[config.mk]
export PLATFORM = sky130hd
export DESIGN_NAME = pipe_stage_reg
export DESIGN_NICKNAME = d
export VERILOG_FILES = /design/src/rtl/pipe_stage_reg.sv
export SDC_FILE = /design/constraint.sdc
export NUM_CORES = 1
export LEC_CHECK = 0
export CAP_MARGIN = 15
export CORE_MARGIN = 2
export CORE_UTILIZATION = 40
export CTS_CLUSTER_SIZE = 24
export DETAILED_ROUTE_END_ITERATION = 10
export PLACE_DENSITY = 0.66
export SYNTH_ARGS = -nofsm -noshare
export SYNTH_HDL_FRONTEND = slang
export SYNTH_SLANG_ARGS = --single-unit
[constraint.sdc]
create_clock -name clk -period 4.3 [get_ports clk]
set_clock_uncertainty 0.05 [all_clocks]
set_input_delay 1.29 -clock clk [delete_from_list [all_inputs] [get_ports clk]]
set_output_delay 1.29 -clock clk [all_outputs]
set_load 0.01 [all_outputs]
[src/rtl/pipe_stage_reg.sv]
// Valid/ready pipeline register with an optional skid entry, synchronous flush
// and saturating backpressure/flush performance counters.
module pipe_stage_reg #(
    parameter int WIDTH     = 32,
    parameter bit SKID_EN   = 1'b1,
    parameter int CNT_WIDTH = 16
) (
    input  logic                 clk,
    input  logic                 arst_n,
    input  logic                 in_valid,
    output logic                 in_ready,
    input  logic [WIDTH-1:0]     in_data,
    output logic                 out_valid,
    input  logic                 out_ready,
    output logic [WIDTH-1:0]     out_data,
    input  logic                 flush,
    output logic [1:0]           occupancy,
    output logic [CNT_WIDTH-1:0] stall_cnt,
    output logic [CNT_WIDTH-1:0] flush_cnt
);

    typedef enum logic [1:0] {
        EMPTY = 2'd0,
        FULL  = 2'd1,
        SKID  = 2'd2
    } state_t;

    localparam logic [CNT_WIDTH-1:0] CNT_ONE = 1;
    localparam logic [CNT_WIDTH-1:0] CNT_MAX = '1;

    state_t                 r_state;
    logic [WIDTH-1:0]       r_main;
    logic [WIDTH-1:0]       r_skid;
    logic                   r_out_valid;
    logic [1:0]             r_occ;
    logic                   r_ready;
    logic [CNT_WIDTH-1:0]   r_stall_cnt;
    logic [CNT_WIDTH-1:0]   r_flush_cnt;

    logic                   w_ready_base;
    logic                   w_push;
    logic                   w_pop;

    // With the skid entry, ready comes straight from a flop so out_ready never
    // reaches in_ready; without it, a pop frees the single entry in the same cycle.
    assign w_ready_base = SKID_EN ? r_ready : (~r_out_valid | out_ready);
    assign in_ready     = w_ready_base & ~flush;

    assign w_push = in_valid & in_ready;
    assign w_pop  = r_out_valid & out_ready;

    assign out_valid = r_out_valid;
    assign out_data  = r_main;
    assign occupancy = r_occ;
    assign stall_cnt = r_stall_cnt;
    assign flush_cnt = r_flush_cnt;

    // NOTE: every state element uses <= so all reads below see pre-edge values.
    always_ff @(posedge clk or negedge arst_n) begin
        if (!arst_n) begin
            r_state     <= EMPTY;
            r_main      <= '0;
            r_skid      <= '0;
            r_out_valid <= 1'b0;
            r_occ       <= 2'd0;
            r_ready     <= 1'b1;
            r_stall_cnt <= '0;
            r_flush_cnt <= '0;
        end else begin
            if (r_out_valid && !out_ready && !flush && r_stall_cnt != CNT_MAX) begin
                r_stall_cnt <= r_stall_cnt + CNT_ONE;
            end
            if (flush && r_out_valid && r_flush_cnt != CNT_MAX) begin
                r_flush_cnt <= r_flush_cnt + CNT_ONE;
            end

            if (flush) begin
                r_state     <= EMPTY;
                r_main      <= '0;
                r_skid      <= '0;
                r_out_valid <= 1'b0;
                r_occ       <= 2'd0;
                r_ready     <= 1'b1;
            end else begin
                case (r_state)
                    EMPTY: begin
                        if (w_push) begin
                            r_state     <= FULL;
                            r_main      <= in_data;
                            r_out_valid <= 1'b1;
                            r_occ       <= 2'd1;
                        end
                    end
                    FULL: begin
                        if (w_push && w_pop) begin
                            r_main <= in_data;
                        end else if (w_pop) begin
                            r_state     <= EMPTY;
                            r_main      <= '0;
                            r_out_valid <= 1'b0;
                            r_occ       <= 2'd0;
                        end else if (w_push && SKID_EN) begin
                            r_state <= SKID;
                            r_skid  <= in_data;
                            r_occ   <= 2'd2;
                            r_ready <= 1'b0;
                        end
                    end
                    SKID: begin
                        if (w_pop) begin
                            r_state <= FULL;
                            r_main  <= r_skid;
                            r_skid  <= '0;
                            r_occ   <= 2'd1;
                            r_ready <= 1'b1;
                        end
                    end
                    default: begin
                        r_state     <= EMPTY;
                        r_main      <= '0;
                        r_skid      <= '0;
                        r_out_valid <= 1'b0;
                        r_occ       <= 2'd0;
                        r_ready     <= 1'b1;
                    end
                endcase
            end
        end
    end

endmodule

After elaboration in Yosys (flattened, before gate mapping)

Cells that the tools add are included.

Input bits: 37
Word-level logic and storage cells: 68
Output and inout port bits: 68
Register bits: 100

Eq/ne operators: 14
Bitwise operators: 4
Muxes and demuxes: 28
Reductions and logical operators: 13
Add/sub/neg operators: 2

Operator list:

| kind                                          | count |
|---|---|
| 2-to-1 mux 32 bit                             | 8 |
| one-hot mux 32 bit (3 select lines)           | 2 |
| adder 16 x 1 -> 16 bit, second input constant | 2 |
| inequality test 16 bit, second input constant | 2 |
| inequality test 3 bit, second input constant  | 6 |
| 2-to-1 mux 2 bit                              | 6 |
| 2-to-1 mux 1 bit                              | 9 |
| inequality test 4 bit, second input constant  | 2 |
| AND reduction 4 bit                           | 2 |
| logical AND 1 bit                             | 6 |
| one-hot mux 1 bit (3 select lines)            | 2 |
| one-hot mux 2 bit (3 select lines)            | 1 |
| AND reduction 5 bit                           | 1 |
| inequality test 2 bit, second input constant  | 2 |
| bitwise AND 1 bit                             | 3 |
| AND reduction 3 bit                           | 1 |
| == test 2 x 1 -> 1 bit, second input constant | 1 |
| == test 2 bit, second input constant          | 1 |
| logical NOT 1 bit                             | 2 |
| logical NOT 2 bit                             | 1 |
| inverter 1 bit                                | 1 |

Logic depth before layout (Yosys ltp)

Word-level depth: 8
Depth in mapped cells: 6
Gate-level depth less buffers: 5

Worst setup path before layout

OpenSTA, ideal clock, no wires.

Path kind: in2out
Start: input port flush
End: output port in_ready
Required time: 2.960 ns
Path slack: 1.303 ns
Arrival: 1.657 ns
Stages on the path: 2
Path buffers: 1
Cells stage by stage: clkbuf_1 nor2_1

Cells in the longest elaborated chain, start to end: 2

RTL lines:

| item              | line | source |
|---|---|---|
| start, declared   | 16   | `input logic flush,` |
| inverter 1 bit    | 47   | `assign in_ready = w_ready_base & ~flush;` |
| bitwise AND 1 bit | 47   |  |
| end, declared     | 11   | `output logic in_ready,` |

Every way passes these cells.

Final worst setup path

Same ends and word-level chain as after synthesis.

==> summary.md <==
| Metric | Value |
|---|---|
| Vias | 3804 |
| Part of the Yosys area used for sequential elements | 0.5223 |
| Syn_area_per_cell | 11.89 sq um |
| Antenna violations before repair | 0 |
| PortBufs | 104 |
| Hold-fix buffers, CTS | 0 |
| Final GP Congestion | 0.8330 |
| Fmax achieved | 0.2641 GHz |
| Core ar. | 0.01156 sq mm |
| Congestion Overflow GR | 0 |
| Crit Reg-Reg Startpoint | occupancy[0] |
| Crit end category | output port |
| Pins over their slew limit | 0 |
| Syn. warnings | 0 |
| IO Pins | 105 |
| Max-Cap Viols | 0 |
| First-pass DRT Iterations | 5 |
| Worst Path Max Fanout | 2 |
| P per Cell Area | 400.0 mW/mm^2 |
| Min-Delay Startpoint | flush_cnt[15] |
| Worst setup path start | flush |
| Commonest non-fill, non-tap cell in the layout | clkdlybuf4s50_1 |
| Placement Setup Slack | 496.7 ps |
| Final setup margin | 513.3 ps |
| Most frequent cells in the layout | clkdlybuf4s50_1 (103), dfrtp_1 (98), a22o_1 (64) |
| Max VDD drop | 0.2211 mV |
| Outcome | finished, final reports clean |
| DP HPWL | 7931 microns |
| Final antenna-violating net count | 0 |
| Min cycle time layout | 3787 ps |
| Util after Layout | 0.5478 |
| Worst Setup Path Type | in2out |
| Layout cells sized above 1 | 0.08661 |
| Mapped Nets | 442 |
| Final hold viol count | 0 |
| Count of final setup violators | 0 |
| Asr flop ratio synth | 1.000 |
| Yosys reg bits | 100 |
| Period utilization | 0.8806 |
| Largest net degree at the start of global routing | 62 |
| Remaining DRCs | 0 |
| Critical Path Start Type | input pin |
| Initial core utilization | 0.4145 |
| DRT iter0 DRCs | 265 |
| Yosys top cell area share | 0.5168 |
| Slew HR | 0.3772 |
| Hold Crit Depth | 1 |
| Wire per inst | 18.27 microns |
| CTS buffer count | 9 |
| Crit path DAT | 2450 ps |
| Tot GR Track Use | 0.1931 |
| Post-CTS resize count | 0 |
| Reg2reg end | out_data[2] |
| Core Rows | 39 |
| Tightest Pin Transition | 934.1 ps |
| Hold path endpoint | flush_cnt[15] |
| CTS Root Buffer Type | clkbuf_16 |
| Number of H-tree levels | 3 |
| Main area contributors after synthesis | dfrtp_1 (52%), a22o_1 (12%), mux2i_1 (6.9%), o2bb2ai_1 (5.8%), xor2_1 (2.6%) |
| Die area | 0.01288 sq mm |
| Clock tree from TritonCTS | built |
| Hold crit path type | reg2reg |
| Yosys cell types | 47 |
| Post-CTS Setup Inserts | 0 |
| Clk Latency, worst-skew pair | 340 ps |
| Area leader, netlist | dfrtp_1 |
| Required time worst endpoint | 2960 ps |
| DRT Wirelength | 11890 microns |
| Post-synth top flop | dfrtp_1 |
| Vias/cell | 5.843 |
| Die height | 113.5 microns |
| Setup TNS | 0 ps |
| Mapped Area | 0.004793 sq mm |
| Register-to-register setup slack | 1560 ps |
| Syn-to-layout area delta | 32.16% |
| CTS sink count | 100 |
| Static leakage power | 2.683 nW |
| CTS max path bufs | 2 |
| Vias in the first global route | 3811 |
| Horiz. Die Dim | 113.5 microns |
| Synth Instances | 403 |
| Post-synth EDFFs | 0 |
| RSZ-0062 raised after global routing | false |
| CTS clk-pin slew, worst paths | 70 ps |
| Cells on worst reg2reg path | 5 |
| Antenna cells | 0 |
| Final net count | 543 |
| First-pass GRT wire length | 19790 microns |
worst max-delay path by stage:
stage          slack (ps)        to
3_3_place_gp          490  in_ready
4_1_cts               480  in_ready
3_5_place_dp          500  in_ready
6_report              510  in_ready
5_1_grt               480  in_ready
2_1_floorplan        1300  in_ready
cells by family after synthesis:
logic type	Yosys count	share of synthesized area
AOI/OAI and AO/OA	127	0.2200
DFF	100	0.5223
and+or+nand+nor	85	0.1065
muxes	36	0.07596
buffers and inverters	29	0.02610
xor gates and xnor gates	24	0.04385
adders and majority gates	2	0.005220
synth_stat cells (all sizes together), types with 2 or more instances:
| library cell | number |
|---|---|
| ha | 2 |
| o2bb2ai | 32 |
| nand2b | 2 |
| buf | 10 |
| inv | 3 |
| nor3 | 5 |
| dfrtp | 99 |
| mux2 | 3 |
| nor4 | 3 |
| nand4 | 9 |
| nand3b | 5 |
| a22o | 64 |
| and2 | 3 |
| and3 | 13 |
| o21bai | 3 |
| xor2 | 14 |
| o21ai | 3 |
| nand3 | 13 |
| nor2 | 7 |
| a311oi | 4 |
| and4 | 3 |
| nand2 | 16 |
| xnor2 | 10 |
| or4 | 2 |
| clkbuf | 16 |
| a21oi | 13 |
| a31oi | 4 |
| mux2i | 33 |
critical path: stages:
cell	delay (ps)
clkdlybuf4s50_1	470
nor2_1	140
clkdlybuf4s50_1	550
through the flow:
stage	total power, W	hold slack (ps)	instances	cell area [sq um]
floorplan	0.001394	422.9	403	4793
global placement	0.001686	423.8	636	6028
detailed placement	0.001697	441.5	636	6028
CTS	0.002564	451.4	651	6335
global route	0.002666	471.1	651	6335
finish	0.002534	448.2	651	6335
sequential cells by signal, indices dropped and copies added, names as in the netlist:
signal     flops
r_ready        1
stall_cnt     16
occupancy      2
out_valid      1
out_data      32
r_skid        32
flush_cnt     16
routing by layer:
metal | global-route usage | vias up | share of wire
met5 | 0 | - | 0
met4 | 0.04146 | 0 | 0.0079
met3 | 0.04623 | 7 | 0.055
met2 | 0.3122 | 114 | 0.47
met1 | 0.2671 | 1917 | 0.47
li1 | - | 1766 | -
power by group:
| part | total (W) | internal [W] | leakage (nW) | switching [W] |
|---|---|---|---|---|
| clock network | 0.000855 | 0.000505 | 0.148 | 0.000350 |
| registers | 0.00115 | 0.00103 | 1.36 | 0.000114 |
| logic | 0.000533 | 0.000283 | 1.18 | 0.000250 |
| total | 0.00253 | 0.00182 | 2.68 | 0.000714 |
final cells by class:
class                   count  area [sq um]
fillers                  1007          5230
flip-flops and latches    100          2505
multi-input cells         274          2205
repair buffers            116          1129
clock buffers              10         229.0
well taps                 143         178.9
clock inverters             5         77.57
inverters                   3         11.26
(Power assumes the default switching activity.)
==> variant 1, RTL diff (config.mk and constraints unchanged) <==
`CNT_WIDTH`: 16 -> 14.
--- a/src/rtl/pipe_stage_reg.sv
+++ b/src/rtl/pipe_stage_reg.sv
@@ -3,7 +3,7 @@
 module pipe_stage_reg #(
     parameter int WIDTH     = 32,
     parameter bit SKID_EN   = 1'b1,
-    parameter int CNT_WIDTH = 16
+    parameter int CNT_WIDTH = 14
 ) (
     input  logic                 clk,
     input  logic                 arst_n,
Ports: changed (resized flush_cnt and stall_cnt); port bits go from 105 to 101. The function was not compared with the original's and may differ.
==> variant 1 against the unedited design <==
Synthesized area fell by 4.5%; count of clock-buffer cells in the layout is the same; sequential cell count down 4; cell area fell by 4.9%; critical path depth did not move; via count is 7.4% lower; die area fell by 4.4%; sequential share of layout area increased by 0.36 points; wire length fell by 9.1%; clock power decreased by 6.9%; worst setup slack better by 0.075 ns; total power down 4.4%; combinational power up 1%.
==> variant 1: results (changes against the unedited design) <==
Route
  – Via Count: 3521 (was 3804)
  – Starting DRT DRC Count: 168 (was 265)
  – DRC viols: 0 (unchanged)
  – Final WL: 10800 um (was 11900 um)
  – Initial DRT Pass Iterations: 4 (was 5)

Synth
  – Top cells by count, synth: 95 x dfrtp_1, 64 x a22o_1, 33 x mux2i_1 (was 99 x dfrtp_1, 64 x a22o_1, 33 x mux2i_1)
  – Synthesis Warnings: 0 (unchanged)
  – Post-synthesis sequential area ratio: 52.5% (was 52.2%)
  – Largest cells by area after synthesis: dfrtp_1 52%, a22o_1 12%, mux2i_1 7.2% (was dfrtp_1 52%, a22o_1 12%, mux2i_1 6.9%)
  – Synthesized net count: 421 (was 442)
  – Async SR Flop Fraction: 100% (unchanged)
  – Synth Flop Type: dfrtp_1 (unchanged)
  – Yosys cell types: 43 (was 47)

Critical path
  – Setup crit end: in_ready (unchanged)
  – Reg2Reg Setup Slack: 1.65 ns (was 1.56 ns)
  – Reg-to-reg startpoint: occupancy[1] (was occupancy[0])
  – FF-to-FF End: out_data[12] (was out_data[2])
  – R2R depth: 6 (was 5)
  – Critical path peak fanout: 2 (unchanged)
  – CP arrival: 2.37 ns (was 2.45 ns)
  – Worst setup path start: flush (unchanged)

Clock tree
  – CTS Buffer Depth: 2 (unchanged)
  – H-tree depth: 3 (unchanged)
  – Post-CTS Resized: 0 (unchanged)
  – Worst-path clk slew: 0.06 ns
  – CTS Buf Count: 9 (unchanged)
  – # Post-CTS Setup Buffers: 0 (unchanged)
  – Clk Latency, worst-skew pair: about 0.33 ns
  – CTS Root Cell: clkbuf_16 (unchanged)

GRT
  – Initial antenna violation count: 0 (unchanged)
  – GRT Total Usage: 18.0% (was 19.3%)
  – Vias in the first global route: 3582 (was 3811)
  – Largest net degree at the start of global routing: 64 (was 62)
  – First-pass GRT wire length: 18200 um (was 19800 um)

Final layout
  – Diode count: 0 (unchanged)
  – Share of cells above drive strength 1: 7.29% (was 8.66%)
  – Fill cells: 998 (was 1007)
  – Final #Nets: 514 (was 543)

Placed design
  – DP HPWL: 6900 um (was 7930 um)
  – Routability cong.: 0.808 (was 0.833)
  – Port bufs: 100 (was 104)
  – Dpl ws: 0.589 ns (was 0.497 ns)

Outcome
  – Outcome: finished, final reports clean (unchanged)

Worst hold path
  – Hold Crit Depth: 1 (unchanged)
  – Worst Hold Endpoint: out_data[27] (was flush_cnt[15])
  – Hold WC Path Type: flop to flop (unchanged)
  – HP Start: out_data[27] (was flush_cnt[15])

Pwr
  – Max VDD drop: 0.237 mV (was 0.221 mV)
  – Leakage: 0.00252 uW (was 0.00268 uW)

Timing
  – Relative slew slack: 65.4% (was 37.7%)
  – Setup WS post-layout: 0.588 ns (was 0.513 ns)

Job
  – Max-cap check violation count: 0 (unchanged)
[variant 1: cell types whose count changed after synthesis, sizes merged, moves of 3 or more]
cell and delta:
a21oi -7, clkbuf -3, nand2 -3, and3 -8, xor2 -3, dfrtp -4
nor4 +5, a311oi -3, buf +4
[variant 1: critical path: stages]
cell and delay (ns):
clkdlybuf4s50_1 0.43, nor2_1 0.12, clkdlybuf4s50_1 0.54
[variant 1: layout make-up]
| type | instances | share of cell area, % |
|---|---|---|
| flip-flops and latches | 96 | 39.9 |
| multi-input cells | 257 | 34.2 |
| repair buffers | 109 | 17.9 |
| clock buffers | 10 | 3.80 |
| well taps | 143 | 2.97 |
| clock inverters | 6 | 1.14 |
| inverters | 2 | 0.125 |
[variant 1: power by group]
part           switching [uW]  internal [uW]  leakage [uW]
Combinational             259            280       0.00108
Clock                     342            454      0.000143
Sequential               94.4            994       0.00130
[variant 1: metrics by stage]
stage,hold slack (ns),instances,area (um2),util [%]
after global placement,0.438,607,5730,50.8
after CTS,0.460,623,6030,53.5
after detailed placement,0.440,607,5730,50.8
final,0.456,623,6030,53.5
after global routing,0.471,623,6030,53.5
after floorplan,0.423,382,4580,-
[variant 1: cell families after synthesis]
logic type      count (synthesis)  synth area share [%]
compound gates                116                  21.3
xor+xnor                       19                  3.64
fa+ha+maj                       2                 0.547
buf+inv                        29                  2.93
flops                          96                  52.5
mux                            38                  8.45
simple gates                   82                  10.6
[variant 1: routing by layer]
layer | GRT usage, % | vias to the layer above | part of all wire [%]
met4 | 4.83 | 0 | 0.70
met5 | 0 | - | 0
li1 | - | 1661 | -
met1 | 25.2 | 1759 | 48
met3 | 4.65 | 5 | 5.5
met2 | 28.0 | 96 | 46
==> variant 2, RTL diff (same settings) <==
Made on the original files. Re-encode `state_t` (3 states) as one-hot, 3 bits wide.
--- a/src/rtl/pipe_stage_reg.sv
+++ b/src/rtl/pipe_stage_reg.sv
@@ -19,10 +19,10 @@
     output logic [CNT_WIDTH-1:0] flush_cnt
 );
 
-    typedef enum logic [1:0] {
-        EMPTY = 2'd0,
-        FULL  = 2'd1,
-        SKID  = 2'd2
+    typedef enum logic [2:0] {
+        EMPTY = 3'b001,
+        FULL  = 3'b010,
+        SKID  = 3'b100
     } state_t;
 
     localparam logic [CNT_WIDTH-1:0] CNT_ONE = 1;
Behaviour: no difference found for any inputs over 4 cycles, from zero or initial values and one cycle with arst_n low; so few cycles prove little.
==> variant 2 against the unedited design <==
Wire length up 13%; sequential cell count up 1; sequential share of layout area fell by 4.0 points; register-to-register slack improved by 0.38 ns; synthesized area increased by 18%; total power shrank 6.0%; worst setup slack gained 0.41 ns; cell area grew 12%; critical path type unchanged.
==> variant 2: results (changes against the unedited design) <==
Outcome
  – Outcome: finished, final reports clean (unchanged)

Route
  – DR vias/cell: 5.47 (was 5.84)
  – Starting DRT DRC Count: 285 (was 265)
  – Initial DRT Pass Iterations: 5 (unchanged)
  – Wire per inst: 17.8 um (was 18.3 um)

GRT
  – GRT Total Usage: 18.7% (was 19.3%)
  – Largest net degree at the start of global routing: 61 (was 62)
  – Vias in the first global route: 4229 (was 3811)
  – First-pass GRT wire length: 22100 um (was 19800 um)

Final layout
  – Register Area: 0.00253 mm2 (was 0.00250 mm2)
  – Non-filler cells, final: 757 (was 651)
  – Fill cells: 1200 (was 1007)
  – Final #Nets: 612 (was 543)
  – Share of cells above drive strength 1: 18.2% (was 8.66%)

Placed design
  – Cells after DPL: 742 (was 636)
  – Dpl ws: 0.773 ns (was 0.497 ns)
  – Routability cong.: 0.896 (was 0.833)
  – Placed inst area: 0.00680 mm2 (was 0.00603 mm2)
  – DP HPWL: 8740 um (was 7930 um)

Timing
  – Final Cycle Share: 78.5% (was 88.1%)
  – Hold_ws: 0.449 ns (was 0.448 ns)
  – Slew at the pin with the worst max-slew slack: 0.999 ns (was 0.934 ns)

Clock tree
  – Post-CTS Resized: 0 (unchanged)
  – H-tree depth: 3 (unchanged)
  – Clk Latency, worst-skew pair: 0.35 ns

Pwr
  – Total power: 2380 uW (was 2530 uW)
  – Leakage: 0.00293 uW (was 0.00268 uW)
  – Switching portion of total power: 27.1% (was 28.2%)
  – Max VDD drop: 0.267 mV (was 0.221 mV)

Synth
  – Synth Flop Type: dfrtp_1 (unchanged)
  – Post-synthesis sequential area ratio: 44.7% (was 52.2%)
  – Avg Inst Size Synth: 11.7 um2 (was 11.9 um2)
  – Synthesized net count: 524 (was 442)
  – Largest cells by area after synthesis: dfrtp_1 44%, o2bb2ai_2 8.0%, a22oi_2 6.6% (was dfrtp_1 52%, a22o_1 12%, mux2i_1 6.9%)
  – Yosys cell types: 53 (was 47)
  – Async SR Flop Fraction: 100% (unchanged)
  – Top cells by count, synth: 99 x dfrtp_1, 46 x nand2_1, 37 x nand2b_1 (was 99 x dfrtp_1, 64 x a22o_1, 33 x mux2i_1)

Critical path
  – CP arrival: 2.04 ns (was 2.45 ns)
  – Reg2Reg Setup Slack: 1.94 ns (was 1.56 ns)
==> variant 2: cell types whose count changed after synthesis, sizes merged, moves of 5 or more <==
cell and change:
xor2 +7, nand2 +31, nand3b -5, a22oi +34, and3 -11, a22o -32
xnor2 -6, nor2 +5, a21oi -7, buf +14, nand2b +35, nor3b +6
==> variant 2: area by class of cell <==
type / count / area share [%]
clock buffer: 9 / 3.17
clock inverter: 6 / 1.25
inverter: 3 / 0.158
multi-input combinational: 343 / 40.8
sequential: 101 / 35.6
tap: 180 / 3.17
timing repair buffer: 115 / 15.9
==> variant 2: worst paths after layout <==
path | start | endpoint | cells after the start
max in group asynchronous | arst_n | r_state[0] | 2
min | out_data[27] | out_data[27] | 1
max | flush | in_ready | 3
min in group asynchronous | arst_n | r_skid[30] | 1
min reg2reg | out_data[27] | out_data[27] | 1
max reg2reg | occupancy[1] | out_data[27] | 5
==> variant 2: power by group through the flow <==
stage	combinational, uW	clock, uW	sequential (uW)
after floorplan	235	0	1090
after global placement	444	0	1080
after detailed placement	451	0	1080
after CTS	453	894	1070
after global routing	484	931	1080
final	447	866	1070
==> variant 2: per-layer routing <==
| metal | track usage (%) | vias up | wire length (um) |
|---|---|---|---|
| li1 | - | 1963 | - |
| met1 | 25.2 | 2060 | 6200 |
| met2 | 29.4 | 105 | 6350 |
| met3 | 5.26 | 13 | 726 |
| met4 | 5.82 | 0 | 198 |
| met5 | 0 | - | 0 |
==> variant 2: logic make-up after synthesis <==
logic type / synth area share, %
simple gates: 16.6
compound gates: 23.4
flops: 44.7
buf+inv: 4.42
mux: 6.63
xor+xnor: 3.87
fa+ha+maj: 0.442
==> variant 2: worst max-delay path, delay by kind of cell <==
| family | cells | cell delay (ns) |
|---|---|---|
| buffers and inverters | 2 | 0.65 |
| and+or+nand+nor | 1 | 0.10 |
